### config.mk
export PLATFORM = sky130hd
export DESIGN_NAME = display_scan_mux
export DESIGN_NICKNAME = d
export VERILOG_FILES = /design/src/rtl/display_scan_mux.sv
export SDC_FILE = /design/constraint.sdc
export NUM_CORES = 1
export LEC_CHECK = 0
export ABC_CLOCK_PERIOD_IN_PS = 5100
export BUFFER_PORTS_ARGS = -buffer_cell sky130_fd_sc_hd__buf_4
export CAP_MARGIN = 10
export CORE_MARGIN = 2
export CORE_UTILIZATION = 60
export CTS_CLUSTER_SIZE = 28
export DETAILED_ROUTE_END_ITERATION = 16
export PLACE_DENSITY = 0.78
export SYNTH_ARGS = -nofsm -noshare
export SYNTH_HDL_FRONTEND = slang
export SYNTH_SLANG_ARGS = --single-unit
### constraint.sdc
create_clock -name clk -period 5.1 [get_ports clk]
set_input_delay 0.51 -clock clk [delete_from_list [all_inputs] [get_ports clk]]
set_output_delay 0.51 -clock clk [all_outputs]
set_load 0.05 [all_outputs]
### src/rtl/display_scan_mux.sv
// display_scan_mux: 4-digit common-anode 7-segment scanner with frame-synchronous double buffering.
// Define LEADING_ZERO_BLANK_EN to keep digits above the most-significant non-zero nibble dark.
module display_scan_mux #(
    parameter int PRESCALE     = 100000,
    parameter int BLANK_CYCLES = 1000
) (
    input  logic        clk,
    input  logic        rst_n,
    input  logic [15:0] value_in,
    input  logic        load,
    input  logic        enable,
    output logic [3:0]  bcd,
    output logic [3:0]  an,
    output logic        frame_done
);
    localparam int PW = $clog2(PRESCALE);
    localparam logic [PW-1:0] P_LAST  = PW'(PRESCALE - 1);
    localparam logic [PW-1:0] P_BLANK = PW'(BLANK_CYCLES);
    localparam logic PH_BLANK = 1'b0;
    localparam logic PH_DRIVE = 1'b1;

    logic [PW-1:0] presc_q, presc_d;
    logic [1:0]    digit_q, digit_d;
    logic [15:0]   shadow_q, shadow_d, value_q, value_d;
    logic          pending_q, pending_d;
    logic [3:0]    bcd_q, bcd_d, an_q, an_d;
    logic          phase, wrap, boundary, digit_on;

    always_comb begin
        wrap       = enable && presc_q == P_LAST;
        boundary   = wrap && digit_q == 2'd3;
        phase      = presc_q < P_BLANK ? PH_BLANK : PH_DRIVE;
        presc_d    = !enable ? presc_q : wrap ? '0 : presc_q + 1'b1;
        digit_d    = wrap ? digit_q + 1'b1 : digit_q;
        shadow_d   = load ? value_in : shadow_q;
        pending_d  = boundary ? 1'b0 : (load | pending_q);
        // A load landing on the boundary itself bypasses the shadow register
        value_d    = !boundary ? value_q : load ? value_in : pending_q ? shadow_q : value_q;
`ifdef LEADING_ZERO_BLANK_EN
        digit_on   = digit_q == 2'd0 || (value_q >> {digit_q, 2'b00}) != 16'h0;
`else
        digit_on   = 1'b1;
`endif
        bcd_d      = value_q[{digit_q, 2'b00} +: 4];
        an_d       = (enable && phase == PH_DRIVE && digit_on) ? ~(4'b0001 << digit_q) : 4'b1111;
        frame_done = rst_n && boundary;
    end

    always_ff @(posedge clk) begin
        if (!rst_n) begin
            presc_q   <= '0;
            digit_q   <= 2'd0;
            shadow_q  <= 16'h0;
            value_q   <= 16'h0;
            pending_q <= 1'b0;
            bcd_q     <= 4'h0;
            an_q      <= 4'b1111;
        end else begin
            presc_q   <= presc_d;
            digit_q   <= digit_d;
            shadow_q  <= shadow_d;
            value_q   <= value_d;
            pending_q <= pending_d;
            bcd_q     <= bcd_d;
            an_q      <= an_d;
        end
    end

    assign bcd = bcd_q;
    assign an  = an_q;
endmodule

Yosys cells after proc, flatten, opt, wreduce, memory -nomap -nowiden:

Cells that the tools add are included.

* ROM bits: 0
* RAM bits: 0
* output and inout bits: 9
* register bits after elaboration: 60
* memories kept: 0
* bits in latches: 0

* reduce and logical (&&, ||, !) cells: 8
* mux-type cells: 4
* $add $sub $neg: 2
* bitwise logic cells: 3
* equal/unequal tests: 2
* div/mod/pow operators: 0
* multiply operators: 0
* magnitude comparators: 1
* shift operators: 2

Operator list (number)
* 16-bit 2-to-1 mux: 2
* 17-bit by 1-bit adder with 17-bit output (second input constant): 1
* 17-bit == test (second input constant): 1
* 17-bit by 10-bit less-than comparator with 1-bit output (second input constant): 1
* 17-bit 2-to-1 mux: 1
* 16-bit by 5-bit indexed part select with 4-bit output: 1
* 1-bit logical AND: 4
* 4-bit NOT: 1
* 2-bit AND reduction: 2
* 1-bit by 2-bit left shift with 4-bit output (first input constant): 1
* 2-bit by 1-bit adder with 2-bit output (second input constant): 1
* 2-bit == test (second input constant): 1
* 2-bit nonzero test: 1
* 2-bit OR reduction: 1
* 1-bit 2-to-1 mux: 1
* 1-bit NOT: 1
* 1-bit bitwise OR: 1

Logic depth before layout (Yosys ltp):

* word-level depth: 4
* mapped depth: 7

Worst setup path after synthesis:

Ideal clock, no wire load.

* path kind: input -> register
* start: input load
* end: register value_q[0]
* setup time: 121 ps
* arrival time: 2064 ps
* stages on the path: 6
* slack: 2914 ps
* cell sequence: clkbuf_1 o21ai_0 or4_4 buf_6 buf_12 mux2_4

* word-level cells in the longest chain between the ends: 2
* elaborated cells on any way between the ends: 3
* those cells by class: mux: 1; reduce/logical: 2

RTL lines
* start: declaration: line 10 `input logic load,`
* 2-bit nonzero test (no source line)
* 2-bit AND reduction (no source line)
* end signal: assignment: line 62 `value_q <= value_d;`
* end: declaration: line 24 `logic [15:0] shadow_q, shadow_d, value_q, value_d;`

Several ways; a longest one is shown, not always the timed one.
A chain may end at the register's enable or synchronous reset.

Worst setup path in the final report:

* start: register presc_q[15]
* end: output frame_done

* word-level cells in the longest chain between the ends: 4

RTL lines
* start: declaration: line 22 `logic [PW-1:0] presc_q, presc_d;`
* start signal: assignment: line 59 `presc_q <= presc_d;`
* 17-bit == test: line 30 `wrap = enable && presc_q == P_LAST;`
* 1-bit logical AND: line 30
* 1-bit logical AND: line 31 `boundary = wrap && digit_q == 2'd3;`
* 1-bit logical AND: line 46 `frame_done = rst_n && boundary;`
* end: declaration: line 14 `output logic frame_done`

Every way passes these cells.

==> summary.md <==
| Metric | Value |
|---|---|
| R2R Setup Slk | `2850 ps` |
| Buf/Inv on CP | `1` |
| WL per Instance | `13.8 um` |
| Layout Nets | `299` |
| Largest delay contributor family on the critical path | `simple AND/OR/NAND/NOR gates` |
| Synth top area cells | `dfxtp_1, mux2i_1, mux2_4, and2_1, nor2b_1` |
| Via count | `1798` |
| Pleak | `roughly 1.2 nW` |
| FMAX | `378 MHz` |
| Crit path cell chain | `nor4bb_1 -> nand3b_1 -> nor4_1 -> and3_1 -> buf_4` |
| Met1 WL | `2130 um` |
| CP max stage cell | `dfxtp_1` |
| Top cell type's share of synthesized area | `45.9%` |
| Mapped Nets | `around 270` |
| Placeable Area | `4260 um2` |
| TNS Setup | `0 ps` |
| Mapped Area | `2620 um2` |
| Area leader, netlist | `dfxtp_1` |
| Most common cell in the netlist | `dfxtp_1` |
| Worst r2r src | `presc_q[15]` |
| Worst setup path class | `flip-flop to output pin` |
| Fin util | `71.4%` |
| Final min period | `between 2000 and 3000 ps` |
| DIE WIDTH | `around 70 um` |
| Die Y | `70.1 um` |
| Layout cells sized above 1 | `24.4%` |
| Skew-Pair Late Insertion Delay | `~330 ps` |
| Cell variety after synth | `37` |
| Mapped Cells | `248` |
| WL met2 | `2170 um` |
| CTS tree | `built` |
| CP Capture Type | `output pin` |
| Synth warn | `0` |
| Slew HR | `36.2%` |
| Register area | `~1200 um2` |
| Max cap viols | `0` |
| Hold-fix buffers, CTS | `0` |
| Maximum buffer depth of the clock tree | `2` |
| Hold Crit Class | `primary input to flip-flop` |
| Die area | `4910 um2` |
| Pre-antenna DRT Iters | `4` |
| Crit path DAT | `roughly 2100 ps` |
| Final wirelength | `4560 um` |
| Avg Cell Area, Syn | `10.6 um2` |
| Status | `finished clean` |
| Root Driver | `clkbuf_8` |
| RSZ-0062 raised after global routing | `false` |
| Yosys reg bits | `60` |
| Port Buffers | `28` |
| Power density over cell area | `325 nW/um2` |
| Worst Skew | `9.18 ps` |
| Setup crit start kind | `flip-flop` |
| Endpoints failing setup | `0` |
| Worst-path fanout max | `7` |
| Via density per instance | `roughly 5.4` |
| DR top layer | `met4` |
| Worst Path Required | `4590 ps` |
| Met3 WL | `163 um` |
| Site Rows | `24` |
| ANT nets after route | `0` |
| First-pass GRT wire length | `between 8000 and 9000 um` |
| Clock tree sinks | `60` |
| Fill count | `333` |
| Num CTS Buffers | `9` |
| Reg2Reg Depth | `4` |
| Vias in the first global route | `~1800` |
| Top post-synthesis cells by count | `dfxtp_1, and2_1, mux2i_1` |
| Reg-to-reg critical path endpoint | `value_q[0]` |
| Total track usage | `approximately a fifth` |
| Hold Crit Depth | `2` |
| Ports | `29` |
| Register area share after synthesis | `a little under half` |
| CTS resizes | `0` |
| Largest net degree at the start of global routing | `50` |
| Ys flop type | `dfxtp_1` |
| Period utilization | `between 50 and 60%` |
| Area grow syn2layout | `16.2%` |
| DRT iter0 DRCs | `115` |
| Initial antenna violation count | `0` |
| WHS Endpoint | `presc_q[0]` |
| Clk slew on worst S/H paths | `60 ps` |
| Area of the multi-input gates | `1340 um2` |
| Starting Density | `61.4%` |
| Fin. Hold Viols | `0` |
| Residual DRC | `0` |
| Number of setup buffers added after CTS | `0` |
| DP HPWL | `3020 um` |
| Placer congestion estimate | `0.850` |
| # diodes | `0` |
| Slowest stage delay, CP | `roughly 470 ps` |
| EDFF count, synth | `0` |
| Gr ovfl total | `0` |
| Worst-case vdd ir drop | `0.273 mV` |
| Slew @ Worst Pin | `951 ps` |
| Post-synth ARST share | `0%` |
| Hold Startpoint | `enable` |
| Slew Viols, Final | `0` |
| H-tree depth | `3` |
[logic make-up after synthesis]
kind of cell / synth area share [%]
buf+inv: 3.20
compound gates: 2.25
flops: 45.9
mux: 19.4
simple gates: 22.6
fa+ha+maj: 2.39
xor+xnor: 4.35
[cell usage in the layout, fill, tap and decap left out, types with 2 or more instances in the layout]
master and count:
inv_1 3, nor4_1 5, bufinv_16 2, ha_1 5, or4_4 2, and2_1 21, xnor2_1 8, clkbuf_8 10
nor4b_1 2, and3_1 3, nand3_1 8, nand3b_1 2, a21oi_1 3, mux4_2 4, nor2b_1 16, mux2_4 10
mux2_2 6, dfxtp_1 60, nand2_1 15, buf_4 28, xor2_1 5, nand4_1 5, nor3_1 5, nor2_1 14
clkbuf_1 2, mux2i_1 20, o21ai_0 3
[power breakdown]
part / internal, mW / switching, mW / total [mW] / leakage [nW]
Combinational: 0.0213 / 0.0204 / 0.0417 / 0.646
Clock: 0.288 / 0.177 / 0.465 / 0.107
Sequential: 0.478 / 0.00369 / 0.482 / 0.487
Total: 0.787 / 0.201 / 0.989 / 1.24
[registers in the layout (all words and copies together), names as in the netlist]
signal / flops
presc_q: 17
shadow_q: 16
value_q: 16
an: 4
bcd: 4
digit_q: 2
pending_q: 1
[metrics by stage]
stage	instances	power (mW)	hold WS, ps	setup WS [ps]	instance area (um2)
2_1_floorplan	248	0.517	484	2910	2620
3_3_place_gp	315	0.533	501	2830	2830
3_5_place_dp	315	0.535	513	2800	2830
4_1_cts	331	0.997	456	2440	3040
5_1_grt	331	1.03	462	2260	3040
6_report	331	0.989	469	2450	3040
[routing by layer]
| layer | up-vias | global-route usage (%) |
|---|---|---|
| li1 | 908 | - |
| met2 | 37 | 32.9 |
| met5 | - | 0 |
| met1 | 844 | 26.8 |
| met3 | 9 | 5.63 |
| met4 | 0 | 11.1 |
[worst max path at each step]
stage	start	end	slack, ps	cells past startpoint
floorplan	load	value_q[0]	2910	6
global placement	presc_q[15]	frame_done	2830	5
detailed placement	enable	presc_q[0]	2800	5
CTS	presc_q[15]	frame_done	2440	5
global route	presc_q[15]	frame_done	2260	5
finish	presc_q[15]	frame_done	2450	5
[area by class of cell]
cell class | instances | area share, %
multi-input cells | 172 | 44.0
flip-flops and latches | 60 | 39.5
repair buffers | 28 | 6.91
inverters | 3 | 0.370
well taps | 52 | 2.14
clock inverters | 4 | 2.38
clock buffers | 12 | 4.77
No activity file was read; power rests on OpenSTA's default activity.
